[src/rtl/fetch_stage.sv]
// rtl/fetch_stage.sv - instruction-fetch stage with skid buffer and redirect discard
//
// Purpose: fetches the instruction at pc_cur over a req/ack handshake, fills the
// IF/ID register with {valid, instr, pc, pc+4} and returns the next PC.
// Optional feature macro: FETCH_PERF_EN (adds perf_fetched / perf_stall counters).
//
// Ports:
//   clk, reset                    clock and synchronous active-high reset
//   pc_cur / pc_next              PC register interface (pc_next is combinational)
//   imem_req/addr/ack/rdata       instruction memory handshake
//   stall                         hold IF/ID contents
//   redirect / redirect_pc        flush and refetch from redirect_pc
//   ifid_valid/instr/pc/pc4       IF/ID pipeline register
//   perf_fetched / perf_stall     counters, present only with FETCH_PERF_EN
module fetch_stage #(
  parameter logic [31:0] RESET_PC  = 32'h0000_0000,
  parameter logic [31:0] NOP_INSTR = 32'h0000_0000
) (
  input  logic        clk,
  input  logic        reset,
  input  logic [31:0] pc_cur,
  output logic [31:0] pc_next,
  output logic        imem_req,
  output logic [31:0] imem_addr,
  input  logic        imem_ack,
  input  logic [31:0] imem_rdata,
  input  logic        stall,
  input  logic        redirect,
  input  logic [31:0] redirect_pc,
  output logic        ifid_valid,
  output logic [31:0] ifid_instr,
  output logic [31:0] ifid_pc,
  output logic [31:0] ifid_pc4
`ifdef FETCH_PERF_EN
  ,
  output logic [31:0] perf_fetched,
  output logic [31:0] perf_stall
`endif
);

  typedef enum logic [1:0] {
    S_FETCH   = 2'd0,
    S_HOLD    = 2'd1,
    S_DISCARD = 2'd2
  } state_t;

  state_t      state_q, state_d;
  logic        ifid_valid_q, ifid_valid_d;
  logic [31:0] ifid_instr_q, ifid_instr_d;
  logic [31:0] ifid_pc_q, ifid_pc_d;
  logic [31:0] ifid_pc4_q, ifid_pc4_d;
  logic [31:0] skid_instr_q, skid_instr_d;
  logic [31:0] skid_pc_q, skid_pc_d;
  logic [31:0] pend_addr_q, pend_addr_d;

  // One-hot intents for the IF/ID register, resolved after the FSM decode.
  logic        load_en;
  logic [31:0] load_instr;
  logic [31:0] load_pc;
  logic        flush_en;

  always_ff @(posedge clk) begin
    if (reset) begin
      state_q      <= S_FETCH;
      ifid_valid_q <= 1'b0;
      ifid_instr_q <= NOP_INSTR;
      ifid_pc_q    <= 32'h0;
      ifid_pc4_q   <= 32'h0;
      skid_instr_q <= 32'h0;
      skid_pc_q    <= 32'h0;
      pend_addr_q  <= 32'h0;
    end else begin
      state_q      <= state_d;
      ifid_valid_q <= ifid_valid_d;
      ifid_instr_q <= ifid_instr_d;
      ifid_pc_q    <= ifid_pc_d;
      ifid_pc4_q   <= ifid_pc4_d;
      skid_instr_q <= skid_instr_d;
      skid_pc_q    <= skid_pc_d;
      pend_addr_q  <= pend_addr_d;
    end
  end

  always_comb begin
    state_d      = state_q;
    skid_instr_d = skid_instr_q;
    skid_pc_d    = skid_pc_q;
    pend_addr_d  = pend_addr_q;
    imem_req     = 1'b0;
    imem_addr    = pc_cur;
    pc_next      = pc_cur;
    load_en      = 1'b0;
    load_instr   = imem_rdata;
    load_pc      = pc_cur;
    flush_en     = 1'b0;

    case (state_q)
      S_FETCH: begin
        imem_req = 1'b1;
        if (redirect) begin
          flush_en = 1'b1;
          pc_next  = redirect_pc;
          if (!imem_ack) begin
            // The request already on the bus must still be answered; remember
            // its address so the handshake stays stable until the ack.
            pend_addr_d = pc_cur;
            state_d     = S_DISCARD;
          end
        end else if (imem_ack) begin
          if (stall) begin
            skid_instr_d = imem_rdata;
            skid_pc_d    = pc_cur;
            state_d      = S_HOLD;
          end else begin
            load_en = 1'b1;
            pc_next = pc_cur + 32'd4;
          end
        end else if (!stall) begin
          flush_en = 1'b1;  // bubble while waiting on memory
        end
      end

      S_HOLD: begin
        if (redirect) begin
          flush_en     = 1'b1;
          skid_instr_d = 32'h0;
          skid_pc_d    = 32'h0;
          pc_next      = redirect_pc;
          state_d      = S_FETCH;
        end else if (!stall) begin
          load_en      = 1'b1;
          load_instr   = skid_instr_q;
          load_pc      = skid_pc_q;
          skid_instr_d = 32'h0;
          skid_pc_d    = 32'h0;
          pc_next      = pc_cur + 32'd4;
          state_d      = S_FETCH;
        end
      end

      S_DISCARD: begin
        imem_req  = 1'b1;
        imem_addr = pend_addr_q;
        if (redirect) begin
          flush_en = 1'b1;
          pc_next  = redirect_pc;
        end
        if (imem_ack) begin
          state_d = S_FETCH;
        end
      end

      default: begin
        state_d = S_FETCH;
      end
    endcase

    ifid_valid_d = ifid_valid_q;
    ifid_instr_d = ifid_instr_q;
    ifid_pc_d    = ifid_pc_q;
    ifid_pc4_d   = ifid_pc4_q;
    if (load_en) begin
      ifid_valid_d = 1'b1;
      ifid_instr_d = load_instr;
      ifid_pc_d    = load_pc;
      ifid_pc4_d   = load_pc + 32'd4;
    end else if (flush_en) begin
      ifid_valid_d = 1'b0;
      ifid_instr_d = NOP_INSTR;
    end

    // Reset dominates the combinational outputs as well as the state.
    if (reset) begin
      imem_req = 1'b0;
      pc_next  = RESET_PC;
    end
  end

  assign ifid_valid = ifid_valid_q;
  assign ifid_instr = ifid_instr_q;
  assign ifid_pc    = ifid_pc_q;
  assign ifid_pc4   = ifid_pc4_q;

`ifdef FETCH_PERF_EN
  logic [31:0] perf_fetched_q;
  logic [31:0] perf_stall_q;

  always_ff @(posedge clk) begin
    if (reset) begin
      perf_fetched_q <= 32'h0;
      perf_stall_q   <= 32'h0;
    end else begin
      if (load_en) begin
        perf_fetched_q <= perf_fetched_q + 32'd1;
      end
      if (stall && ifid_valid_q) begin
        perf_stall_q <= perf_stall_q + 32'd1;
      end
    end
  end

  assign perf_fetched = perf_fetched_q;
  assign perf_stall   = perf_stall_q;
`endif

endmodule

[config.mk]
export PLATFORM = sky130hd
export DESIGN_NAME = fetch_stage
export DESIGN_NICKNAME = d
export VERILOG_FILES = /design/src/rtl/fetch_stage.sv
export SDC_FILE = /design/constraint.sdc
export NUM_CORES = 1
export LEC_CHECK = 0
export BUFFER_PORTS_ARGS = -buffer_cell sky130_fd_sc_hd__buf_4
export CAP_MARGIN = 20
export CORE_MARGIN = 4
export CORE_UTILIZATION = 55
export CTS_CLUSTER_SIZE = 10
export DETAILED_ROUTE_END_ITERATION = 8
export PLACE_DENSITY = 0.93
export SETUP_SLACK_MARGIN = 0.02
export SLEW_MARGIN = 5
export SYNTH_ARGS = -nofsm -noshare
export SYNTH_HDL_FRONTEND = slang
export SYNTH_SLANG_ARGS = --single-unit
[constraint.sdc]
create_clock -name clk -period 10.5 [get_ports clk]
set_clock_uncertainty 0.1 [all_clocks]
set_input_delay 1.575 -clock clk [delete_from_list [all_inputs] [get_ports clk]]
set_output_delay 1.575 -clock clk [all_outputs]
set_load 0.05 [all_outputs]
==> out/metrics.yaml, run 1 <==
status: "finished, final reports clean"
clock-sinks: 193
syn-num-nets: 1569
path_buf_inv: 3
cp-startpoint: "redirect"
worstMarginPinSlew_ns: 1.00
dieArea_um2: 22100
final_max_slew_viol_count: 0
critPathRequiredTime_ns: 8.83
cts_buffer_depth: 2
end_kind: "primary output"
reg2reg_to: "ifid_pc4[28]"
yosysWarnings: 0
fin_crit_ns: 5.70
cts_tree: "built"
crit_path_cell_trace: "buf_4 > inv_1 > a21oi_1 > nor2_1 > o21ai_0 > a211oi_1 > nor3_1 > buf_4"
power.density_nw_per_um2: 150
cts_resized: 0
grt-ovfl-total: 0
p_leak_nw: 5.24
grt_max_degree: 89
ys_types: 67
grt_pass1_wl_um: 60100
fin_ws_ns: 4.80
antenna_found_initial: 0
r2r_cells: 10
stdcell_area_um2: 13400
port_buffers: 262
ir_drop_mv: 0.132
critical_path_class: "primary input to primary output"
drtPass1Iterations: 8
fp.dieW_um: 149
met2WireLength_um: 17600
finalNetCount: 1714
core-area_um2: 19500
cp_data_arrival_time_ns: 4.03
hold_buffers: 0
post_drt_via_cell_ratio: 6.52
drive_gt1_share_pct: 22.1
dr_wl_met3_um: 4060
cts_setup_buffers: 0
cts_root_buffer: "clkbuf_16"
post-dp-hpwl_um: 25500
cp_top_family: "buffers and inverters"
drc_errors: 0
finalSetupViolCount: 0
wl_met1_um: 14300
maxCapViolations: 0
path_depth: 8
hold_class: "register to register"
reg2reg_from: "state_q[1]"
dp.cells: 1853
num_rows: 51
crit_path_max_fanout: 40
wire_per_inst_um: 20.2
cts_buffers: 17
ant_nets: 0
rsz0062_at_grt: "false"
final_cell_mix: "buf_4 (277), nand2_1 (229), dfxtp_1 (193)"
highest_layer: "met4"
synth_ff_type: "dfxtp_1"
tns_ns: 0
area_growth_pct: 23.2
wl_um: 38000
place_ws_ns: 4.96
grt_usage_pct: 33.1
finalHoldViolCount: 0
relSlewSlack_pct: 32.8
synthCells: 1462
cp-start-kind: "primary input"
crit_slowest_cell: "inv_1"
final_common_cell: "buf_4"
max_freq_ghz: 0.175
die_h_um: 149
async_reset_ff_share_pct: 0
path_common_cell: "buf_4"
cpPeakStageDelay_ns: 0.79
clkLatencyLatePin_ns: 0.44
fin_crit_sh_pct: 54.3
routabilityCongestion: 0.937
io_pins: 263
htreeDepth: 4
ys_ff_latch: 193
drt_iter0_drc: 1747
finalNonFillerCells: 1885
grt_pass1_vias: 11600
ff2ff_setup_slack_ns: 6.12
diodes: 0
num_vias: 12300
placed_cell_area_um2: 12800
path_clk_slew_ns: 0.07
yosysSeqAreaShare_pct: 35.6
crit_path_end: "pc_next[10]"
synth_edf_count: 0
netlist_area_um2: 10900
fillers: 1609
initial_core_util_pct: 55.8
synth_area_per_cell_um2: 7.43
## report_power, final
part / total [mW] / switching [mW] / internal, mW
logic: 0.537 / 0.369 / 0.168
registers: 0.785 / 0.0208 / 0.764
clock network: 0.681 / 0.352 / 0.329
## worst min-delay path, stage by stage, from the launching register on
cell	delay, ns
dfxtp_1	0.31
nand2_1	0.05
a21oi_1	0.05
## stage by stage
stage / hold WS, ns / power (mW) / utilization [%]
floorplan: 0.333 / 1.16 / -
global placement: 0.338 / 1.32 / 65.4
detailed placement: 0.347 / 1.33 / 65.5
CTS: 0.356 / 2.00 / 68.8
global route: 0.370 / 2.07 / 68.8
finish: 0.356 / 2.00 / 68.8
## area by class of cell
class	count	area (um^2)	area share (%)
multi-input cells	1103	6390	47.8
flip-flops and latches	193	3860	28.9
repair buffers	279	2120	15.8
clock buffers	17	425	3.18
well taps	265	332	2.48
clock inverters	15	204	1.52
inverters	13	48.8	0.365
## registers in the layout (all words and copies together), names as in the netlist
name / count
ifid_valid: 1
ifid_pc4: 30
state_q: 2
ifid_pc: 32
skid_instr_q: 32
ifid_instr: 32
skid_pc_q: 32
pend_addr_q: 32
## logic make-up (layout without fill, tap and decap cells)
kind of cell	after synthesis	count (layout)	synth area share, %
AND/OR/NAND/NOR	605	605	24.9
multiplexers	61	61	5.98
buffers and inverters	166	324	5.97
XOR/XNOR	28	28	2.26
adder cells (fa/ha/maj)	6	6	0.691
AO/OA/AOI/OAI	403	403	24.6
flip-flops	193	193	35.6
## routing by layer
metal	vias to the layer above	GRT usage, %
li1	5554	-
met1	5682	42.0
met2	875	53.1
met5	-	0
met3	176	5.82
met4	0	18.7
## how the worst min path moves through the flow
stage                               start  slack [ns]  cells after the start              end
after floorplan            pend_addr_q[0]        0.33                      2   pend_addr_q[0]
after global placement     pend_addr_q[4]        0.34                      2   pend_addr_q[4]
after detailed placement  pend_addr_q[29]        0.35                      2  pend_addr_q[29]
after CTS                     ifid_pc4[6]        0.36                      2      ifid_pc4[6]
after global routing      pend_addr_q[15]        0.37                      2  pend_addr_q[15]
final                         ifid_pc4[6]        0.36                      2      ifid_pc4[6]
## cells in the mapped netlist, drive strengths merged (4+ instances only)
cell type | count | area share (%)
a211oi | 36 | 2.5
a21o | 7 | 0.48
a21oi | 107 | 4.9
a221o | 7 | 0.65
a221oi | 8 | 0.81
a22oi | 66 | 4.6
a311o | 4 | 0.37
a311oi | 6 | 0.48
a31oi | 49 | 2.8
and2 | 7 | 0.43
and3 | 18 | 1.0
and4 | 7 | 0.56
buf | 23 | 1.0
clkbuf | 130 | 4.5
dfxtp | 193 | 36
ha | 6 | 0.69
inv | 13 | 0.45
mux2 | 31 | 3.2
mux2i | 30 | 2.8
nand2 | 229 | 7.9
nand2b | 7 | 0.40
nand3 | 44 | 2.0
nand4 | 32 | 1.8
nor2 | 188 | 6.5
nor2b | 6 | 0.35
nor3 | 35 | 1.6
nor4 | 12 | 0.83
o211ai | 10 | 0.69
o21ai | 47 | 2.2
o221ai | 10 | 0.81
o22ai | 12 | 0.69
o31ai | 7 | 0.48
or3 | 7 | 0.40
or4 | 4 | 0.31
xnor2 | 20 | 1.6
xor2 | 8 | 0.65
Note: power is estimated with default switching activity, not from simulation.
==> run 2, diff against run 1 <==
CORE_UTILIZATION = 54   (was 55)
PLACE_DENSITY = 0.91   (was 0.93)
clock period = 5.8 ns   (was 10.5 ns; I/O delays follow)
==> run 2 against run 1 <==
Net effect: combinational power up 81%; first-iteration DRC count decreased by 7.3%; critical path depth grew 2; sequential share of layout area barely moved; routed wire length is 0.22% higher.
==> out/metrics.yaml, run 2 (synthesis gave the netlist of run 1 again) <==
status: "finished, final reports clean"
cts_resized: 0  # unchanged
cts_setup_buffers: 0  # unchanged
post-dp-hpwl_um: 25500  # +0.16%
power_mw: 3.68  # +84%
fillers: 1610  # +0.062%
fin_crit_sh_pct: 76.3
drc_errors: 0  # unchanged
max_freq_ghz: 0.226
p_switching_mw: 1.38  # +86%
initial_core_util_pct: 55.3  # -0.54 points
htreeDepth: 4  # unchanged
fp.dieW_um: 150  # +0.87%
critPathRequiredTime_ns: 4.83  # -4.00 ns
drt_iter0_drc: 1620  # -7.3%
dieArea_um2: 22400  # +1.8%
cp_data_arrival_time_ns: 3.45  # -0.58 ns
combPwrFrac_pct: 26.4  # -0.4 points
finalSetupViolCount: 0  # unchanged
final_max_slew_viol_count: 0  # unchanged
path_clk_slew_ns: 0.08  # about the same
fin_util_pct: 68.2  # -0.61 points
cts_buffer_depth: 2  # unchanged
diodes: 0  # unchanged
die_h_um: 150  # +0.87%
ir_drop_mv: 0.259  # +97%
hold_class: "register to register"
cp-start-kind: "register"
ant_nets: 0  # unchanged
worstMarginPinSlew_ns: 1.01  # +0.00687 ns
power.density_nw_per_um2: 275  # +84%
relSlewSlack_pct: 32.5  # -0.24 points
finalHoldViolCount: 0  # unchanged
drtPass1Iterations: 7  # -1
post_drt_via_cell_ratio: 6.49  # -0.46%
routabilityCongestion: 0.927  # -1.0%
finalNetCount: 1714  # unchanged
clock-sinks: 193  # unchanged
end_kind: "primary output"
grt_max_degree: 89  # unchanged
hold_buffers: 0  # unchanged
seqPwrFrac_pct: 38.6  # -0.6 points
grt_pass1_vias: 11100  # -3.7%
antenna_found_initial: 0  # unchanged
crit_slowest_cell: "nor3_1"
crit_path_max_fanout: 31  # -23%
p_leak_nw: 5.25  # +0.23%
cts_root_buffer: "clkbuf_16"
crit_path_cell_trace: "inv_1 > ha_2 > buf_4 > nor3_1 > nor2_1 > nor2_1 > o31ai_1 > a21oi_1 > nor3_1 > buf_4"
grt_pass1_wl_um: 58800  # -2.2%
final_common_cell: "buf_4"
stdcell_area_um2: 13400  # about the same
hold_ws_ns: 0.355  # -0.00136 ns
maxCapViolations: 0  # unchanged
swShare_pct: 37.5  # +0.46 points
final_cell_mix: "buf_4 (277), nand2_1 (229), dfxtp_1 (193)"
wire_per_inst_um: 20.2  # +0.22%
io_pins: 263  # unchanged
grt-ovfl-total: 0  # unchanged
clkLatencyLatePin_ns: 0.45  # about the same
wl_um: 38100  # +0.22%
cts_tree: "built"
drive_gt1_share_pct: 22.1  # unchanged
num_vias: 12200  # -0.46%
tns_ns: 0  # unchanged
core-area_um2: 19700  # +0.98%
cpPeakStageDelay_ns: 0.66  # -0.13 ns
area_growth_pct: 23.3  # about the same
placed_cell_area_um2: 12700  # about the same
fin_crit_ns: 4.42
num_rows: 51  # unchanged
critical_path_class: "register to primary output"
port_buffers: 262  # unchanged
rsz0062_at_grt: "false"
clockPowerShare_pct: 35.0  # +1.0 points
p_int_mw: 2.30  # +83%
cts_buffers: 17  # unchanged
grt_usage_pct: 32.4  # -0.65 points
run 2: power groups by stage:
stage	Sequential [mW]	Combinational, mW	Clock [mW]
after floorplan	1.55	0.552	0
after global placement	1.45	0.937	0
after detailed placement	1.45	0.954	0
after CTS	1.42	0.959	1.30
after global routing	1.43	1.02	1.35
final	1.42	0.973	1.29
run 2: cell type report:
class / instances / area (um^2) / share of cell area [%]
Tap cell: 265 / 332 / 2.48
Clock inverter: 15 / 228 / 1.70
Inverter: 13 / 48.8 / 0.364
Clock buffer: 17 / 425 / 3.18
Sequential cell: 193 / 3860 / 28.8
Timing Repair Buffer: 279 / 2110 / 15.7
Multi-Input combinational cell: 1103 / 6390 / 47.7
run 2: final timing paths:
check	slack [ns]	from	endpoint	cells past startpoint
setup / recovery	1.38	state_q[0]	pc_next[16]	10
setup reg to reg	1.48	state_q[1]	ifid_pc4[28]	9
hold reg to reg	0.35	ifid_pc4[10]	ifid_pc4[10]	2
hold / removal	0.35	ifid_pc4[10]	ifid_pc4[10]	2
run 2: metrics by stage:
| step | instances | setup WS, ns |
|---|---|---|
| 2_1_floorplan | 1462 | 1.20 |
| 3_3_place_gp | 1852 | 1.73 |
| 3_5_place_dp | 1853 | 1.62 |
| 4_1_cts | 1885 | 1.42 |
| 5_1_grt | 1885 | 1.14 |
| 6_report | 1885 | 1.38 |
run 2: layer usage:
| metal | wire (um) | track usage, % | part of all wire [%] |
|---|---|---|---|
| met1 | 14500 | 42.3 | 38 |
| met2 | 17400 | 51.3 | 46 |
| met3 | 4270 | 5.94 | 11 |
| met4 | 1910 | 16.5 | 5.0 |
| met5 | 0 | 0 | 0 |
run 2: worst max-delay path: cells and delay by family, from the launching register on:
| kind | cells | cell delay, ns |
|---|---|---|
| and+or+nand+nor | 4 | 1.34 |
| buffers and inverters | 3 | 0.63 |
| DFF | 1 | 0.39 |
| adders and majority gates | 1 | 0.33 |
| AOI/OAI and AO/OA | 2 | 0.30 |
